[config.mk]
export PLATFORM = sky130hd
export DESIGN_NAME = imem_fetch_buf
export DESIGN_NICKNAME = d
export VERILOG_FILES = /design/src/rtl/imem_pkg.sv /design/src/rtl/imem_array.sv /design/src/rtl/imem_fetch_buf.sv
export SDC_FILE = /design/constraint.sdc
export NUM_CORES = 1
export LEC_CHECK = 0
export CAP_MARGIN = 10
export CORE_UTILIZATION = 41
export DETAILED_ROUTE_END_ITERATION = 16
export DONT_BUFFER_PORTS = 1
export MAX_ROUTING_LAYER = met4
export PLACE_DENSITY = 0.56
export SLEW_MARGIN = 40
export SYNTH_ARGS = -nofsm -noshare
export SYNTH_HDL_FRONTEND = slang
export SYNTH_SLANG_ARGS = --single-unit
[constraint.sdc]
create_clock -name clk -period 1.65 [get_ports clk]
set_clock_uncertainty 0.2 [all_clocks]
set_input_delay 0.33 -clock clk [delete_from_list [all_inputs] [get_ports clk]]
set_output_delay 0.33 -clock clk [all_outputs]
set_load 0.1 [all_outputs]
[src/rtl/imem_pkg.sv]
// rtl/imem_pkg.sv - shared constants for the instruction memory and decode
package imem_pkg;

  // Default widths for the instruction path
  localparam int DATA_W_DEF = 32;
  localparam int ADDR_W_DEF = 32;

  // Word driven in place of an instruction when the fetch address is misaligned
  localparam logic [31:0] NOP_WORD_DEF = 32'h0000_0000;

  // Instruction field positions, reused by the decode stage
  localparam int OP_HI    = 31;
  localparam int OP_LO    = 26;
  localparam int RS_HI    = 25;
  localparam int RS_LO    = 21;
  localparam int RT_HI    = 20;
  localparam int RT_LO    = 16;
  localparam int RD_HI    = 15;
  localparam int RD_LO    = 11;
  localparam int SHAMT_HI = 10;
  localparam int SHAMT_LO = 6;
  localparam int FUNCT_HI = 5;
  localparam int FUNCT_LO = 0;

  // Extract the primary opcode field of an instruction word
  function automatic logic [5:0] opcode_of(input logic [31:0] inst);
    return inst[OP_HI:OP_LO];
  endfunction

endpackage

[src/rtl/imem_array.sv]
// rtl/imem_array.sv - instruction storage with modulo indexing and write-first bypass
module imem_array import imem_pkg::*; #(
  parameter int DATA_W = DATA_W_DEF,
  parameter int ADDR_W = ADDR_W_DEF,
  parameter int DEPTH  = 9
) (
  input  logic              clk,
  input  logic              we,
  input  logic [ADDR_W-1:0] wadr,
  input  logic [DATA_W-1:0] wdata,
  input  logic [ADDR_W-1:0] radr,
  output logic [DATA_W-1:0] rdata
);

  localparam int IDX_W = (DEPTH > 1) ? $clog2(DEPTH) : 1;
  localparam logic [ADDR_W-3:0] DEPTH_W = (ADDR_W-2)'(DEPTH);

  // Word index of a byte address; the mod keeps every address inside the array
  function automatic logic [IDX_W-1:0] idx_of(input logic [ADDR_W-3:0] word_adr);
    return IDX_W'(word_adr % DEPTH_W);
  endfunction

  logic [DATA_W-1:0] mem_q [DEPTH];
  logic [IDX_W-1:0]  widx;
  logic [IDX_W-1:0]  ridx;
  logic              unused_adr_lsb;

  assign widx = idx_of(wadr[ADDR_W-1:2]);
  assign ridx = idx_of(radr[ADDR_W-1:2]);

  // Byte-offset bits carry no meaning for word storage
  assign unused_adr_lsb = ^{wadr[1:0], radr[1:0]};

  // Storage write; contents survive reset so a booted program stays loaded
  always_ff @(posedge clk) begin
    if (we) begin
      mem_q[widx] <= wdata;
    end
  end

  // Combinational read; a same-cycle write to the same word is forwarded
  always_comb begin
    rdata = mem_q[ridx];
    if (we && (widx == ridx)) begin
      rdata = wdata;
    end
  end

endmodule

[src/rtl/imem_fetch_buf.sv]
// rtl/imem_fetch_buf.sv - stallable registered instruction fetch with boot load port
module imem_fetch_buf import imem_pkg::*; #(
  parameter int                 DATA_W   = DATA_W_DEF,
  parameter int                 ADDR_W   = ADDR_W_DEF,
  parameter int                 DEPTH    = 9,
  parameter int                 CNT_W    = 16,
  parameter logic [DATA_W-1:0]  NOP_WORD = DATA_W'(NOP_WORD_DEF)
) (
  input  logic              clk,
  input  logic              reset,
  input  logic              load_en,
  input  logic [ADDR_W-1:0] load_adr,
  input  logic [DATA_W-1:0] load_data,
  input  logic              fetch_req,
  input  logic [ADDR_W-1:0] fetch_adr,
  output logic              fetch_ready,
  input  logic              stall,
  output logic              inst_valid,
  output logic [DATA_W-1:0] inst_out,
  output logic              misalign_err,
  output logic [CNT_W-1:0]  fetch_cnt
);

  logic [DATA_W-1:0] rd_word;
  logic              accept;
  logic              deliver;
  logic              misaligned;

  logic              inst_valid_q, inst_valid_d;
  logic [DATA_W-1:0] inst_out_q, inst_out_d;
  logic              misalign_err_q, misalign_err_d;
  logic [CNT_W-1:0]  fetch_cnt_q, fetch_cnt_d;

  imem_array #(
    .DATA_W (DATA_W),
    .ADDR_W (ADDR_W),
    .DEPTH  (DEPTH)
  ) u_array (
    .clk   (clk),
    .we    (load_en),
    .wadr  (load_adr),
    .wdata (load_data),
    .radr  (fetch_adr),
    .rdata (rd_word)
  );

  // A held word blocks new requests only while downstream is stalled
  assign fetch_ready = !(inst_valid_q && stall);
  assign accept      = fetch_req && fetch_ready;
  assign deliver     = inst_valid_q && !stall;
  assign misaligned  = (fetch_adr[1:0] != 2'b00);

  // Next state of the output register and delivery counter
  always_comb begin
    inst_valid_d   = inst_valid_q;
    inst_out_d     = inst_out_q;
    misalign_err_d = misalign_err_q;
    fetch_cnt_d    = fetch_cnt_q + CNT_W'(deliver);
    if (accept) begin
      inst_valid_d   = 1'b1;
      misalign_err_d = misaligned;
      inst_out_d     = misaligned ? NOP_WORD : rd_word;
    end else if (deliver) begin
      inst_valid_d = 1'b0;
    end
  end

  // Output register and counter; reset clears them but not the memory
  always_ff @(posedge clk or posedge reset) begin
    if (reset) begin
      inst_valid_q   <= 1'b0;
      inst_out_q     <= '0;
      misalign_err_q <= 1'b0;
      fetch_cnt_q    <= '0;
    end else begin
      inst_valid_q   <= inst_valid_d;
      inst_out_q     <= inst_out_d;
      misalign_err_q <= misalign_err_d;
      fetch_cnt_q    <= fetch_cnt_d;
    end
  end

  assign inst_valid   = inst_valid_q;
  assign inst_out     = inst_out_q;
  assign misalign_err = misalign_err_q;
  assign fetch_cnt    = fetch_cnt_q;

endmodule

==> impl_metrics.yaml <==
die:
  die_w_um: 245
  initial_utilization_pct: 41.8
  io_pins: 152
  coreArea_mm2: 0.0580
  die_h_um: 245
  die_area_mm2: 0.0601
  core.rowCount: 88
yosys:
  syn_area_per_cell_um2: 10.3
  yosysWarnings: 0
  synthesis.nets: 2472
  syn-cell-area_mm2: 0.0242
  synthCells: 2361
  ys_ff_latch: 338
  synthArstFlopShare_pct: 14.8
  synth_edf_count: 288
  seq_area_frac_synth_pct: 40.8
  ys.flop_type: "edfxtp_1"
  synth.distinct_cells: 143
setup_path:
  timing.critical_path.mode_cell: "buf_4"
  cp.arrival_ns: 14.31
  path_class: "primary input to flop"
  cpLargestDelayFamily: "compound AO/OA/AOI/OAI gates"
  crit_fanout: 14
  slowest_stage: "o311ai_0"
  critPathLaunchType: "primary input"
  cp-end-kind: "flop"
  critical_path_buf_inv_count: 9
  required_ns: 1.87
  cp_slowest_stage_delay_ns: 0.61
clock_network:
  path_clk_slew_ns: 0.06
  cts_tree: "yes"
  htreeDepth: 2
  clock_path_buffers: 3
  cts_root_buf: "clkbuf_16"
  cts.sink_count: 338
  cts_buffers: 36
  clock_latency_ns: 0.53
route:
  ant_nets: 0
  first_pass_iters: 5
  via_count: 23562
  drt-vias-per-instance: 6.06
  drc: 0
  wirelength_um: 82000
  drt_iter0_drc: 1578
  wire_per_inst_um: 21.1
sta:
  fmax_ghz: 0.0710
  finalSetupViolations: 377
  maxSlewViolCount: 0
  min_period_ns: 14.08
  hold_viol: 0
  worst_slack_ns: -12.43
  finalCritPeriodShare_pct: 854
  relSlewSlack_pct: 52.0
  tightest_slew_ns: 0.720
  rsz0062_at_grt: "yes"
cells_and_area:
  stdcell_count: 3886
  final_common_cell: "buf_4"
  utilization_pct: 61.8
  nets: 3200
  area_growth_syn_to_layout_pct: 48.0
  final_cell_mix: "buf_4 (694), edfxtp_1 (288), nand2_1 (141)"
  drive_above_1_share_pct: 46.8
  num-fill-cells: 4600
global_routing:
  grt_overflow: 0
  grt_usage_pct: 26.6
  grt_pass1_wl_um: 126000
  grt_pass1_vias: 23381
  grt_max_degree: 155
  antenna_found_initial: 4
flow_run:
  max_cap_violations: 0
place:
  routabilityCongestion: 0.923
  dp_cells: 3629
  io_buffers: 0
  place_hpwl_um: 54300
min_path:
  hp-class: "primary input to asynchronous set/reset pin"
outcome:
  violations: "negative setup slack"
  status: "finished, violations left"
-- metal layers --
| layer | part of all wire [%] | GRT usage (%) |
|---|---|---|
| met4 | 2.1 | 6.43 |
| met3 | 5.5 | 3.67 |
| met2 | 49 | 43.8 |
| met1 | 43 | 34.5 |
| met5 | 0 | - |
-- cell type report --
class | count | area, um^2 | share of cell area, %
repair buffers | 839 | 7350 | 20.5
clock buffers | 45 | 976 | 2.72
clock inverters | 21 | 186 | 0.520
inverters | 82 | 313 | 0.872
diodes | 4 | 10.0 | 0.0279
well taps | 765 | 957 | 2.67
flip-flops and latches | 338 | 9900 | 27.6
multi-input cells | 1792 | 16200 | 45.1
-- sequential cells by signal, indices dropped and copies added (netlist names) --
name           cells
misalign_err       1
u_array.mem_q    288
inst_valid         1
fetch_cnt         16
inst_out          32
-- what timing repair did --
action / in CTS / in global routing
gates resized for setup: 215 / 231
hold endpoints to repair: 373 / 0
pin swaps: 118 / 151
hold buffers: 37 / 0
gates cloned: 4 / 7
setup endpoints to repair: 377 / 381
setup buffers: 66 / 78
-- worst paths after layout --
path	startpoint	to	slack, ns	cells after the start
worst max-delay path	fetch_adr[30]	inst_out[20]	-12.43	61
worst min-delay path	reset	fetch_cnt[0]	0.02	2
worst max register to register	u_array.mem_q[4][30]	inst_out[30]	-0.22	6
worst min register to register	fetch_cnt[6]	fetch_cnt[6]	0.32	1
max in group asynchronous	reset	inst_out[31]	0.72	3
min in group clk	fetch_req	misalign_err	0.04	4
-- synth_stat cells, types with 23 or more instances --
master	instances	share of area, %
edfxtp_1	288	36
nand2_1	153	2.4
nor2_1	122	1.9
o21ai_0	89	1.8
a21oi_1	84	1.7
clkbuf_1	80	1.2
inv_1	77	1.2
o21ai_1	65	1.3
nor3_1	59	1.2
a211oi_1	58	1.8
nand3_1	56	1.2
dfrtp_1	50	5.2
mux2_2	50	2.3
mux4_2	47	4.4
xnor2_1	47	1.7
o22ai_1	45	1.2
or2_2	41	1.1
and2_1	40	1.0
buf_2	36	0.74
o211ai_1	33	1.0
o221ai_1	32	1.2
nand2b_1	28	0.72
o2111ai_1	27	0.98
nor4_1	26	0.67
nor2b_1	25	0.65
a211o_1	24	0.87
a31oi_1	24	0.62
a32oi_1	24	0.87
o21a_1	23	0.71
-- per-stage QoR --
| stage | instance area (um^2) | setup TNS [ns] | setup WS (ns) | hold slack (ns) |
|---|---|---|---|---|
| after floorplan | 25200 | -3981.56 | -13.00 | 0.229 |
| after global placement | 30800 | -4086.37 | -13.15 | -0.00349 |
| after detailed placement | 30800 | -4118.57 | -13.30 | -0.00140 |
| after CTS | 34000 | -3799.33 | -12.27 | 0.0170 |
| after global routing | 35900 | -3995.86 | -13.04 | 0.0359 |
| final | 35900 | -3822.98 | -12.43 | 0.0194 |
-- cells by family after synthesis --
logic type / count (synthesis) / synth area share, %
adders and majority gates: 16 / 0.779
buffers and inverters: 231 / 4.31
DFF: 338 / 40.8
muxes: 118 / 7.61
xor gates and xnor gates: 60 / 2.32
and+or+nand+nor: 743 / 17.0
AOI/OAI and AO/OA: 855 / 27.2
Power is not shown: default switching activity piles up to over one toggle a cycle in this logic, so the estimate is an artifact.
==> variant (same settings) <==
`DEPTH` is set to 9 in 2 places; all go to 8.
--- a/src/rtl/imem_array.sv
+++ b/src/rtl/imem_array.sv
@@ -2,7 +2,7 @@
 module imem_array import imem_pkg::*; #(
   parameter int DATA_W = DATA_W_DEF,
   parameter int ADDR_W = ADDR_W_DEF,
-  parameter int DEPTH  = 9
+  parameter int DEPTH  = 8
 ) (
   input  logic              clk,
   input  logic              we,
--- a/src/rtl/imem_fetch_buf.sv
+++ b/src/rtl/imem_fetch_buf.sv
@@ -2,7 +2,7 @@
 module imem_fetch_buf import imem_pkg::*; #(
   parameter int                 DATA_W   = DATA_W_DEF,
   parameter int                 ADDR_W   = ADDR_W_DEF,
-  parameter int                 DEPTH    = 9,
+  parameter int                 DEPTH    = 8,
   parameter int                 CNT_W    = 16,
   parameter logic [DATA_W-1:0]  NOP_WORD = DATA_W'(NOP_WORD_DEF)
 ) (
Behaviour: not the same (Yosys sat finds a counterexample within 4 cycles, from zero or initial values and one cycle with reset high).
==> variant against the original RTL <==
- the flow finishes with violations (negative hold slack, negative setup slack)
- wire length fell by 66%
- die area fell by 50%
- worst hold slack worse by 0.15 ns
- cell area is 56% lower
- utilization decreased by 7.0 points
- fmax rose to 7.6 times the old value
- via count is 74% lower
- area after synthesis fell by 50%
- non-clock buffer count shrank 681
- sequential cell count shrank 32
- setup slack better by 12 ns
- critical path type is now reg2out
- critical endpoint is now fetch_ready
- largest cell class is now sequential cells
Power is left out: it rests on default switching activity, and per cell area and clock period it moved more than threefold.
==> variant: results (changes against the original RTL) <==
pin count of the biggest net entering global routing=66 (was 155); multi-input gates=225 (was 1792); wl on met1=12260 um (was 35300 um); hold_buf cts=38 (was 37); Cell variety after synth=25 (was 143); Non-CTS buffers=158 (was 839); Fin Hold WS=-0.1322 ns (was 0.01935 ns); max reg flops=256 (was 288); Synth top cells by count=edfxtp_1 (256), mux4_1 (62), dfrtp_1 (50) (was edfxtp_1 (288), nand2_1 (153), nor2_1 (122), o21ai_0 (89), a21oi_1 (84)); wire per inst=24.94 um (was 21.11 um); CTS Sinks=306 (was 338); fraction of area in multi-input gates=0.1980 (was 0.4511); Num CTS Buffers=31 (was 36); Hold Path Class=in2reg (was in2async); H-tree depth=1 (was 2); ANT cells=1 (was 4); dpl hpwl=15070 um (was 54310 um); number of synthesized flops with an enable pin=256 (was 288); critical path data arrival time=1.33 ns (was 14.31 ns); first-pass GRT wire length=42230 um (was 126100 um); Non-clock buffer share=0.1426 (was 0.2049); initial antenna violation count=1 (was 4); layout cells sized above 1=0.4305 (was 0.4678); initial DRC count=628 (was 1578); vias in the first global route=6729 (was 23381); met2 Usage GRT=0.3119 (was 0.4384); Post-Synthesis Net Count=664 (was 2472); Hold Vio Cnt, Final=33 (was 0); CP top delay family=flip-flops (was compound AO/OA/AOI/OAI gates); Seq/Total Area, Yosys=0.7399 (was 0.4083); metal2 WL=14320 um (was 40460 um); worst setup margin=-0.2126 ns (was -12.43 ns); CP max stage cell=dfrtp_2 (was o311ai_0); violated checks=negative hold slack, negative setup slack (was negative setup slack); global-route usage over all layers=0.1930 (was 0.2661); M3 GR Usage=0.02873 (was 0.03674); slew margin rel.=0.7688 (was 0.5202); post-synthesis async set-or-reset flop share=0.1634 (was 0.1479); crit-path max FO=3 (was 14); endpoints failing setup=91 (was 377); CP max stage delay=0.41 ns (was 0.61 ns); vias=6185 (was 23562); # nets final=828 (was 3200); Routed met3 length=1193 um (was 4551 um); outcome=finished, violations left (unchanged); fraction of area in registers=0.5666 (was 0.2759)
## variant: cell count changes after synthesis, sizes merged, moves of 51 or more
cell / delta
buf: -53
or2: -58
nor3: -59
inv: -76
nor2: -116
a21oi: -83
o21ai: -157
a211oi: -65
nand3: -51
clkbuf: -64
nand2: -145
## variant: repair_timing
action,4_1_cts,5_1_grt
buffers inserted,21,11
endpoints found under the setup margin,91,95
gates resized for setup,150,36
gates cloned,1,2
endpoints found under the hold margin,406,34
pin swaps,21,19
## variant: final timing paths
check                           cells after the start       endpoint     startpoint  slack [ns]
min in group asynchronous                           2  fetch_cnt[10]          reset        0.02
max in group asynchronous                           3   inst_out[18]          reset        0.76
worst max-delay path                                3    fetch_ready     inst_valid       -0.21
worst min-delay path                                2   inst_out[28]   fetch_adr[3]       -0.13
worst max register to register                      8   inst_out[14]     inst_valid       -0.18
worst min register to register                      2  fetch_cnt[11]  fetch_cnt[11]        0.41
## variant: logic make-up (layout without fill, tap and decap cells)
kind of cell / count (synthesis) / in the layout / synth area share
AO/OA/AOI/OAI: 33 / 33 / 0.02693
flip-flops: 306 / 306 / 0.7399
other: 0 / 1 / 0
AND/OR/NAND/NOR: 76 / 76 / 0.03583
multiplexers: 96 / 96 / 0.1684
buffers and inverters: 29 / 217 / 0.01357
adder cells (fa/ha/maj): 3 / 3 / 0.003107
XOR/XNOR: 17 / 17 / 0.01232
## variant: per-stage QoR
step | setup slack [ns] | area (sq um) | setup TNS (ns) | instances
final | -0.2126 | 15820 | -7.358 | 1133
after global routing | -0.2591 | 15820 | -11.54 | 1133
after CTS | -0.2403 | 15540 | -5.887 | 1119
after detailed placement | -0.2672 | 13880 | -6.520 | 1002
after global placement | -0.2421 | 13880 | -5.933 | 1002
after floorplan | -0.6112 | 12400 | -31.79 | 560
